$ cat config.mk
export PLATFORM = sky130hd
export DESIGN_NAME = branch_target_adder
export DESIGN_NICKNAME = d
export VERILOG_FILES = /design/src/rtl/branch_target_adder.sv
export SDC_FILE = /design/constraint.sdc
export NUM_CORES = 1
export LEC_CHECK = 0
export ABC_AREA = 1
export BUFFER_PORTS_ARGS = -buffer_cell sky130_fd_sc_hd__buf_4
export CAP_MARGIN = 20
export CORE_ASPECT_RATIO = 0.8
export CORE_UTILIZATION = 45
export CTS_CLUSTER_SIZE = 10
export DETAILED_ROUTE_END_ITERATION = 10
export GPL_ROUTABILITY_DRIVEN = 1
export PLACE_DENSITY = 0.71
export SYNTH_ARGS = -nofsm -noshare
export SYNTH_HDL_FRONTEND = slang
export SYNTH_SLANG_ARGS = --single-unit
export TNS_END_PERCENT = 10
$ cat constraint.sdc
create_clock -name clk -period 0.8 [get_ports clk]
set_input_delay 0.2 -clock clk [delete_from_list [all_inputs] [get_ports clk]]
set_output_delay 0.2 -clock clk [all_outputs]
set_load 0.01 [all_outputs]
$ cat src/rtl/branch_target_adder.sv
// Execute-stage branch-target adder: pc + (imm32 << IMM_SHIFT), registered with
// stall/flush control plus signed-overflow and word-misalignment flags.
module branch_target_adder #(
  parameter int unsigned WIDTH     = 32,
  parameter int unsigned IMM_SHIFT = 0
) (
  input  logic             clk,
  input  logic             rst_n,
  input  logic             en,
  input  logic             flush,
  input  logic             in_valid,
  input  logic [WIDTH-1:0] pc,
  input  logic [WIDTH-1:0] imm32,
  output logic [WIDTH-1:0] pcAddResult,
  output logic             out_valid,
  output logic             overflow,
  output logic             misaligned
);

  logic [WIDTH-1:0] off;
  logic [WIDTH-1:0] sum;
  logic             ovf;
  logic             mis;

  always_comb begin
    off = imm32 << IMM_SHIFT;
    sum = pc + off;
    // Overflow only when both operands share a sign and the result flips it.
    ovf = (pc[WIDTH-1] == off[WIDTH-1]) && (sum[WIDTH-1] != pc[WIDTH-1]);
    mis = (sum[1:0] != 2'b00);
  end

  always_ff @(posedge clk or negedge rst_n) begin
    if (!rst_n) begin
      pcAddResult <= '0;
      out_valid   <= 1'b0;
      overflow    <= 1'b0;
      misaligned  <= 1'b0;
    end else if (en) begin
      // Data still tracks sum on a flush so it stays observable; only validity is killed.
      pcAddResult <= sum;
      if (flush) begin
        out_valid  <= 1'b0;
        overflow   <= 1'b0;
        misaligned <= 1'b0;
      end else begin
        out_valid  <= in_valid;
        overflow   <= ovf & in_valid;
        misaligned <= mis & in_valid;
      end
    end
  end

endmodule

Yosys cells after proc, flatten, opt, wreduce, memory -nomap -nowiden. Index checks and enable logic that the tools add are counted.

Register bits after elaboration: 35. Input port bits: 69.

Bitwise operators: 2. Reduce and logical (&&, ||, !) cells: 2. Equal/unequal tests: 2. Multiplexer cells: 3. $add $sub $neg: 1.

Operators by type and width (count): adder 32 bit (1); 2-to-1 mux 1 bit (3); AND 1 bit (2); nonzero test 2 bit (1); equality test 1 bit (1); logical AND 1 bit (1); != test 1 bit (1).

Longest topological paths before layout. Gate-level depths: netlist (run 1).

Word-level depth: 5. Mapped depth: 12.

Least setup slack after synthesis (run 1). OpenSTA, ideal clock, no wires.

Path kind: in2reg. From: input port pc[0]. To: register pcAddResult[28]. Slack: -801 ps. Data required time: 683 ps. Stages: 10. Arrival: 1483 ps. Library setup time: 117 ps. Path buffers: 0. Path through: ha_1 -> fa_1 -> nand3_1 -> nand3_1 -> nand3_1 -> nand3_2 -> nand2_1 -> nand3_1 -> nand3_1 -> nand2_1.

Cells in the longest elaborated chain, start to end: 1.

RTL lines: start, declared (line 12) `input logic [WIDTH-1:0] pc,`; adder 32 bit (line 27) `sum = pc + off;`; end signal, assigned (line 41) `pcAddResult <= sum;`; end, declared (line 14) `output logic [WIDTH-1:0] pcAddResult,`.

Every way passes these cells. A chain may end at the register's enable or synchronous reset.

Final worst setup path (run 1).
From: input port imm32[2]. To: register pcAddResult[17].

Cells in the longest elaborated chain, start to end: 1.

RTL lines: start, declared (line 13) `input logic [WIDTH-1:0] imm32,`; adder 32 bit (line 27).

Every way passes these cells.

==> results of run 1 <==
what timing repair did:
item	in CTS	in global routing
hold endpoints to repair	35	0
pin swaps	42	81
endpoints found under the setup margin	68	103
hold buffers	1	0
setup buffers	7	13
resized for setup	154	140
metal layers:
layer,GRT usage,up-vias
li1,-,2303
met1,0.470,2269
met2,0.508,351
met3,0.0556,51
met4,0.0679,0
met5,0,-
final cells by class:
class                      count  area, sq um
multi-input combinational    472         3470
timing repair buffer         190         1690
fill                         452         1250
sequential                    35          876
inverter                     115          434
tap                          108          135
clock buffer                   6         82.6
clock inverter                 1         5.00
power by group through the flow:
stage / combinational (mW) / sequential [mW] / clock, mW
after CTS: 4.32 / 2.31 / 1.32
after global routing: 5.57 / 2.35 / 1.38
after floorplan: 1.68 / 2.40 / 0
after detailed placement: 3.53 / 2.28 / 0
final: 5.21 / 2.32 / 1.32
after global placement: 3.48 / 2.28 / 0
path summary, 6_finish.rpt:
| path | endpoint | depth (start not counted) | startpoint |
|---|---|---|---|
| worst max-delay path | pcAddResult[17]$_DFFE_PN0P_ | 12 | imm32[2] |
| worst min-delay path | misaligned$_DFFE_PN0P_ | 4 | imm32[0] |
| worst max register to register | pcAddResult[10]$_DFFE_PN0P_ | 2 | pcAddResult[10]$_DFFE_PN0P_ |
| worst min register to register | pcAddResult[27]$_DFFE_PN0P_ | 2 | pcAddResult[27]$_DFFE_PN0P_ |
| max in group asynchronous | pcAddResult[27]$_DFFE_PN0P_ | 2 | rst_n |
| min in group asynchronous | pcAddResult[6]$_DFFE_PN0P_ | 2 | rst_n |
cell families (layout without fill, tap and decap cells):
kind of cell               Yosys count  in the layout  synth area share
and+or+nand+nor                    386            386             0.435
AOI/OAI and AO/OA                   41             41            0.0594
xor gates and xnor gates            13             13            0.0309
DFF                                 35             35             0.238
adders and majority gates           32             32             0.111
buffers and inverters              122            312             0.126
metrics by stage:
step / instances / total power [mW]
6_report: 927 / 8.85
5_1_grt: 927 / 9.29
4_1_cts: 914 / 7.95
3_5_place_dp: 899 / 5.81
3_3_place_gp: 899 / 5.76
2_1_floorplan: 629 / 4.08
flip-flops by register name (all words and copies together), names as in the netlist:
| register | cells |
|---|---|
| misaligned | 1 |
| out_valid | 1 |
| overflow | 1 |
| pcAddResult | 32 |
worst register-to-register path, delay by kind of cell, from the launching register on:
kind            cells  cell delay [ns]
compound gates      1             0.08
flops               1             0.42
simple gates        1             0.09
placed cells by master, fill, tap and decap left out, drive strengths merged:
| master | netlist | final |
|---|---|---|
| nand2 | 283 | 283 |
| or2 | 1 | 1 |
| a21oi | 22 | 22 |
| clkbuf | 3 | 6 |
| a21o | 1 | 1 |
| dlygate4sd3 | 0 | 1 |
| xnor2 | 13 | 13 |
| nor2 | 41 | 41 |
| nor3 | 4 | 4 |
| o21bai | 3 | 3 |
| ha | 31 | 31 |
| nand3 | 49 | 49 |
| clkinv | 0 | 1 |
| fa | 1 | 1 |
| nand3b | 4 | 4 |
| o21ai | 15 | 15 |
| and2 | 1 | 1 |
| buf | 4 | 189 |
| inv | 115 | 115 |
| dfrtp | 35 | 35 |
| nand4 | 3 | 3 |
==> flow_summary.yaml, run 1 <==
synthesis:
  avgSynthCellArea_sq_um: 5.86
  netlist_area_sq_um: 3680
  netlist_instances: 629
  synth_warnings: 0
  yosys_register_bits: 35
  ys_types: 26
  ys_async_sr_fraction: 1.00
  synth-main-ff-cell: "dfrtp_1"
  synth_nets: 730
  yosysMostFrequentCell: "nand2_1"
  synth_top_area_share: 0.277
  synth_top_area_cell: "nand2_1"
  synthTopCellsByCount: "272 x nand2_1, 115 x inv_1, 46 x nand3_1, 36 x nor2_1, 35 x dfrtp_1"
  synth.area.top_cells: "nand2_1 28%, dfrtp_1 24%, inv_1 12%"
  ys_seq_area_frac: 0.238
  synth_edf_count: 0
worst_setup_path:
  cpPeakStageDelay_ns: 0.30
  path_common_cell: "nand2_1"
  cp.required_ns: 0.99
  cp-start-kind: "input port"
  worstPathCellList: "buf_4, ha_4, buf_4, nand2_1, nor2_1, nand3_1, nand3_4, nand3_1, nand2_1, nand2_1, nand3_1, nand2_1"
  r2r_slack_ns: 0.11
  crit_path_max_fanout: 6
  path_buf_inv: 2
  worstSetupPathType: "in2reg"
  endpoint_kind: "register"
  slowest_stage: "ha_4"
  cp.arrival_ns: 1.86
  crit_family: "simple AND/OR/NAND/NOR gates"
clocking:
  clockRootBuffer: "clkbuf_8"
  clkTransAtPathRegs_ns: 0.08
  cts_made_buffers: 5
  clock-sinks: 35
  h-tree-depth: 2
  clkLatencyLatePin_ns: 0.28
  cts_tree: "yes"
  clockBufferDepth: 2
run_status:
  violations: "negative setup slack"
  status: "complete, but fails checks"
power:
  switchingPower_mw: 3.55
  p_per_area_nw_per_um2: 1320
  p_int_mw: 5.30
  comb_power_share: 0.589
  pwr-share-clk: 0.149
  p_leak_nw: 3.60
  p_seq_frac: 0.262
  swShare: 0.401
  peakVddDrop_uv: 795
route:
  drt-total-wl_um: 15600
  vias: 4974
  viasPerCell: 5.37
  wl_per_cell_um: 16.8
  drtPass1Iterations: 5
  route.met3.wl_um: 1510
  dr_wl_met2_um: 7190
  drt_iter0_markers: 406
  wl_met1_um: 6380
  dr.max_layer_used: "met4"
  drtAntennaViolNets: 0
  route.detailed.drc: 0
place:
  post_dp_cell_area_sq_um: 5140
  portBuffers: 103
  place.gp.congestion: 0.983
  place_ws_ns: -1.08
  dp_hpwl_um: 9890
timing:
  slew_violations: 0
  slew_headroom: 0.783
  hold_violations: 0
  rsz0062_at_grt: "true"
  finalClockSkew_ns: 0
  worst_pin_slew_ns: 0.325
  finalSetupViolations: 68
  holdWs_ns: 0.250
  fin_crit_sh: 2.09
  fin_tns_setup_ns: -26.29
  worst_slack_ns: -0.873
  min_period_ns: 1.67
  max_clock_freq_mhz: 598
finish:
  syn_to_final_growth_pct: 81.6
  final_util: 0.842
  fin_nets: 920
  diodes: 0
  final_area_sq_um: 6690
  layout-drive-gt1-share: 0.477
global_route:
  grtUsageTotal: 0.326
  grt_start_max_net_pins: 36
  antenna_found_initial: 0
  grt_pass1_wl_um: 21700
  grt_pass1_vias: 4522
  overflow: 0
worst_hold_path:
  min_path_type: "in2reg"
die:
  die_x_um: 103
  rows: 29
  die_area_sq_um: 8560
  start_util: 0.464
  coreArea_sq_um: 7950
  ioPinCount: 104
  die_h_um: 82.9
job:
  maxCapViolations: 0
(Power assumes the default switching activity.)
==> run 2, diff against run 1 <==
--- a/config.mk
+++ b/config.mk
@@ -6,14 +6,14 @@
 export NUM_CORES = 1
 export LEC_CHECK = 0
 export ABC_AREA = 1
-export BUFFER_PORTS_ARGS = -buffer_cell sky130_fd_sc_hd__buf_4
 export CAP_MARGIN = 20
 export CORE_ASPECT_RATIO = 0.8
+export CORE_MARGIN = 5
 export CORE_UTILIZATION = 45
 export CTS_CLUSTER_SIZE = 10
 export DETAILED_ROUTE_END_ITERATION = 10
+export DONT_BUFFER_PORTS = 1
 export GPL_ROUTABILITY_DRIVEN = 1
-export PLACE_DENSITY = 0.71
 export SYNTH_ARGS = -nofsm -noshare
 export SYNTH_HDL_FRONTEND = slang
 export SYNTH_SLANG_ARGS = --single-unit
==> flow_summary.yaml, run 2 (synthesis results as in run 1) <==
clocking:
  cts_tree: "yes"
  cts_made_buffers: 5
  clkTransAtPathRegs_ns: 0.07
  clock-sinks: 35
  clockRootBuffer: "clkbuf_8"
  h-tree-depth: 2
  clockBufferDepth: 2
  clkLatencyLatePin_ns: 0.28
power:
  comb_power_share: 0.499
  pwr-share-clk: 0.186
  switchingPower_mw: 2.94
  p_int_mw: 4.64
  p_leak_nw: 2.91
  p_per_area_nw_per_um2: 1380
  p_seq_frac: 0.315
  swShare: 0.388
  peakVddDrop_uv: 1100
worst_setup_path:
  cp.required_ns: 1.03
  cpPeakStageDelay_ns: 0.41
  cp-start-kind: "input port"
  cp.arrival_ns: 1.55
  crit_family: "simple AND/OR/NAND/NOR gates"
  worstPathCellList: "ha_4, fa_2, nand3_2, nand3_4, nand3_2, nand3_4, nand2_2, nand2_1, nand2_1, nand3_2, nand2_1"
  worstReg2RegEnd: "pcAddResult[17]$_DFFE_PN0P_"
  endpoint_kind: "register"
  path_buf_inv: 0
  slowest_stage: "fa_2"
  r2r_slack_ns: 0.10
  worstSetupPathType: "in2reg"
  crit_path_max_fanout: 4
  r2r_cells: 2
  r2r-start: "pcAddResult[17]$_DFFE_PN0P_"
route:
  drtAntennaViolNets: 0
  drtPass1Iterations: 4
  vias: 4028
  route.detailed.drc: 0
  drt-total-wl_um: 12500
  viasPerCell: 4.94
  drt_iter0_markers: 309
  wl_per_cell_um: 15.4
finish:
  layout-drive-gt1-share: 0.373
  diodes: 0
  fin_nets: 807
  largest_reg_flops: 32
  layout_commonest_cell: "nand2_1"
  top_register: "pcAddResult"
  layout_common_cells: "218 x nand2_1, 106 x inv_1, 61 x buf_4"
  syn_to_final_growth_pct: 48.6
  final_area_sq_um: 5480
run_status:
  violations: "negative hold slack, negative setup slack"
  status: "complete, but fails checks"
timing:
  max_clock_freq_mhz: 755
  rsz0062_at_grt: "true"
  worst_pin_slew_ns: 0.226
  fin_crit_sh: 1.66
  hold_violations: 35
  slew_headroom: 0.849
  fin_tns_setup_ns: -16.50
  min_period_ns: 1.32
  finalClockSkew_ns: 0
  holdWs_ns: -0.397
  slew_violations: 0
  worst_slack_ns: -0.524
  finalSetupViolations: 67
place:
  post_dp_cell_area_sq_um: 4380
  place.gp.congestion: 0.908
  portBuffers: 0
  dp_hpwl_um: 9590
die:
  die_x_um: 111
  ioPinCount: 104
  coreArea_sq_um: 7950
  die_area_sq_um: 10100
  start_util: 0.464
  die_h_um: 90.9
  rows: 29
global_route:
  overflow: 0
  grt_pass1_vias: 3896
  antenna_found_initial: 0
  grtUsageTotal: 0.245
  grt_start_max_net_pins: 36
  grt_pass1_wl_um: 20200
job:
  maxCapViolations: 0
worst_hold_path:
  min_path_type: "in2async"
[run 2: changes by cell type in the layout (fill, tap and decap cells not counted), moves of 3 or more]
cell     change
a21oi_1      -3
a21oi_2      +5
buf_4       -63
buf_6       -47
inv_1        +3
nand2_1     +13
nand2_4      -8
nand2_8      -3
nand3_1      -5
nand3_2      +8
nand3_4      -3
[run 2: power groups by stage]
stage          Sequential [mW]  Combinational [mW]  Clock [mW]
2_1_floorplan             2.40                1.68           0
3_3_place_gp              2.38                2.80           0
3_5_place_dp              2.39                2.83           0
4_1_cts                   2.38                3.52        1.46
5_1_grt                   2.42                4.13        1.55
6_report                  2.39                3.78        1.41
[run 2: worst max path at each step]
stage,from,to,slack [ns],depth (start not counted)
after floorplan,pc[0],pcAddResult[20]$_DFFE_PN0P_,-0.63,10
after global placement,pc[0],pcAddResult[20]$_DFFE_PN0P_,-0.89,10
after detailed placement,pc[0],pcAddResult[28]$_DFFE_PN0P_,-0.90,10
after CTS,pc[0],pcAddResult[24]$_DFFE_PN0P_,-0.46,11
after global routing,pc[0],pcAddResult[24]$_DFFE_PN0P_,-0.57,11
final,pc[0],pcAddResult[28]$_DFFE_PN0P_,-0.52,11
[run 2: per-stage QoR]
stage	std cells	utilization	setup slack [ns]	hold WS (ns)	power [mW]
after floorplan	629	-	-0.629	-0.0956	4.08
final	815	0.689	-0.524	-0.397	7.58
after detailed placement	801	0.552	-0.896	-0.0947	5.21
after global routing	815	0.689	-0.573	-0.416	8.10
after CTS	811	0.663	-0.464	-0.409	7.36
after global placement	801	0.552	-0.892	-0.0947	5.18
[run 2: worst register-to-register path: stages (launching register included)]
cell     delay (ns)
dfrtp_1        0.44
nand2_1        0.09
nand2_1        0.06
[run 2: cell type report]
type / count / area, sq um
multi-input combinational: 472 / 3290
fill: 668 / 2470
clock buffer: 8 / 100
tap: 108 / 135
inverter: 115 / 432
timing repair buffer: 77 / 638
sequential: 35 / 877
[run 2: layer usage]
layer / up-vias / part of all wire / wire length (um) / GRT usage
met5: - / 0 / 0 / 0
met4: 0 / 0.012 / 153 / 0.0496
met3: 14 / 0.089 / 1120 / 0.0492
met2: 141 / 0.41 / 5080 / 0.349
met1: 1798 / 0.49 / 6180 / 0.382
li1: 2075 / - / - / -
[run 2: timing repair]
item                                   CTS  global route
endpoints found under the hold margin   35            35
setup endpoints to repair               67            68
buffers inserted                         2             4
resized for setup                      155            54
pin swaps                               41            21
==> run 3, diff against run 2 <==
--- a/config.mk
+++ b/config.mk
@@ -14,6 +14,7 @@
 export DETAILED_ROUTE_END_ITERATION = 10
 export DONT_BUFFER_PORTS = 1
 export GPL_ROUTABILITY_DRIVEN = 1
+export SKIP_CTS_REPAIR_TIMING = 1
 export SYNTH_ARGS = -nofsm -noshare
 export SYNTH_HDL_FRONTEND = slang
 export SYNTH_SLANG_ARGS = --single-unit
==> flow_summary.yaml, run 3 (synthesis results as in run 1) <==
clocking:
  clock-sinks: 35
  clkTransAtPathRegs_ns: 0.07
  clockRootBuffer: "clkbuf_8"
  cts_tree: "yes"
  h-tree-depth: 2
  cts_made_buffers: 5
  clkLatencyLatePin_ns: 0.28
  clockBufferDepth: 2
route:
  drtPass1Iterations: 5
  wl_per_cell_um: 15.3
  drt-total-wl_um: 12500
  drtAntennaViolNets: 0
  route.detailed.drc: 0
  viasPerCell: 4.96
  drt_iter0_markers: 325
  vias: 4043
finish:
  layout_common_cells: "208 x nand2_1, 101 x inv_1, 61 x buf_4"
  largest_reg_flops: 32
  fill_cells: 659
  final_util: 0.696
  layout_commonest_cell: "nand2_1"
  diodes: 0
  fin_nets: 807
  regArea_sq_um: 876
  multi_input_area_sq_um: 3350
  syn_to_final_growth_pct: 50.2
  top_register: "pcAddResult"
  layout-drive-gt1-share: 0.397
die:
  rows: 29
  die_h_um: 90.9
  die_area_sq_um: 10100
  coreArea_sq_um: 7950
  ioPinCount: 104
  die_x_um: 111
  start_util: 0.464
timing:
  finalClockSkew_ns: 0
  finalSetupViolations: 68
  worst_slack_ns: -0.574
  fin_tns_setup_ns: -16.44
  holdWs_ns: -0.398
  slew_violations: 0
  worst_pin_slew_ns: 0.298
  slew_headroom: 0.800
  rsz0062_at_grt: "true"
  hold_violations: 35
  min_period_ns: 1.37
  fin_crit_sh: 1.72
  max_clock_freq_mhz: 728
global_route:
  grt_pass1_wl_um: 18300
  antenna_found_initial: 0
  grt_pass1_vias: 3582
  overflow: 0
  grtUsageTotal: 0.222
  grt_start_max_net_pins: 36
worst_setup_path:
  slowest_stage: "fa_2"
  endpoint_kind: "register"
  worstReg2RegEnd: "pcAddResult[17]$_DFFE_PN0P_"
  cpPeakStageDelay_ns: 0.40
  crit_path_max_fanout: 4
  worstSetupPathType: "in2reg"
  worstPathCellList: "ha_4, fa_2, nand3_2, nand3_4, nand2_2, nand2_4, xnor2_1, o21ai_0"
  cp-start-kind: "input port"
  r2r_slack_ns: 0.10
  cp.arrival_ns: 1.53
  r2r-start: "pcAddResult[17]$_DFFE_PN0P_"
  path_buf_inv: 0
  cp.required_ns: 0.95
  r2r_cells: 2
  crit_family: "adder cells"
power:
  p_total_mw: 7.62
  p_per_area_nw_per_um2: 1380
  peakVddDrop_uv: 1150
  p_leak_nw: 2.94
run_status:
  status: "complete, but fails checks"
  violations: "negative hold slack, negative setup slack"
place:
  dp_hpwl_um: 9590
  place.gp.congestion: 0.908
  place_ws_ns: -0.896
  portBuffers: 0
worst_hold_path:
  min_path_type: "in2async"
job:
  maxCapViolations: 0
[run 3: where the power goes]
group	switching [mW]	internal, mW
logic	2.04	1.79
clock network	0.627	0.786
registers	0.311	2.07
total	2.97	4.64
[run 3: cell type report]
type                            instances  area share
Clock buffer                            8      0.0181
Inverter                              115      0.0780
Multi-Input combinational cell        472       0.606
Sequential cell                        35       0.158
Tap cell                              108      0.0244
Timing Repair Buffer                   77       0.115
[run 3: layer usage]
| metal | vias up | share of wire | track usage | wire, um |
|---|---|---|---|---|
| met5 | - | 0 | 0 | 0 |
| met3 | 11 | 0.073 | 0.0379 | 917 |
| met2 | 135 | 0.40 | 0.287 | 5050 |
| li1 | 2070 | - | - | - |
| met1 | 1827 | 0.51 | 0.375 | 6420 |
| met4 | 0 | 0.0086 | 0.0405 | 108 |
[run 3: how the worst max path moves through the flow]
stage	startpoint	cells past startpoint	slack [ns]	end
floorplan	pc[0]	10	-0.63	pcAddResult[20]$_DFFE_PN0P_
global placement	pc[0]	10	-0.89	pcAddResult[20]$_DFFE_PN0P_
detailed placement	pc[0]	10	-0.90	pcAddResult[28]$_DFFE_PN0P_
CTS	pc[0]	10	-0.58	pcAddResult[28]$_DFFE_PN0P_
global route	pc[0]	11	-0.57	pcAddResult[24]$_DFFE_PN0P_
finish	pc[0]	8	-0.57	pcAddResult[8]$_DFFE_PN0P_
[run 3: stage by stage]
stage	hold slack, ns	std cells	instance area [sq um]
2_1_floorplan	-0.0956	629	3750
3_3_place_gp	-0.0947	801	4380
3_5_place_dp	-0.0947	801	4380
4_1_cts	-0.409	809	4480
5_1_grt	-0.416	815	5530
6_report	-0.398	815	5530
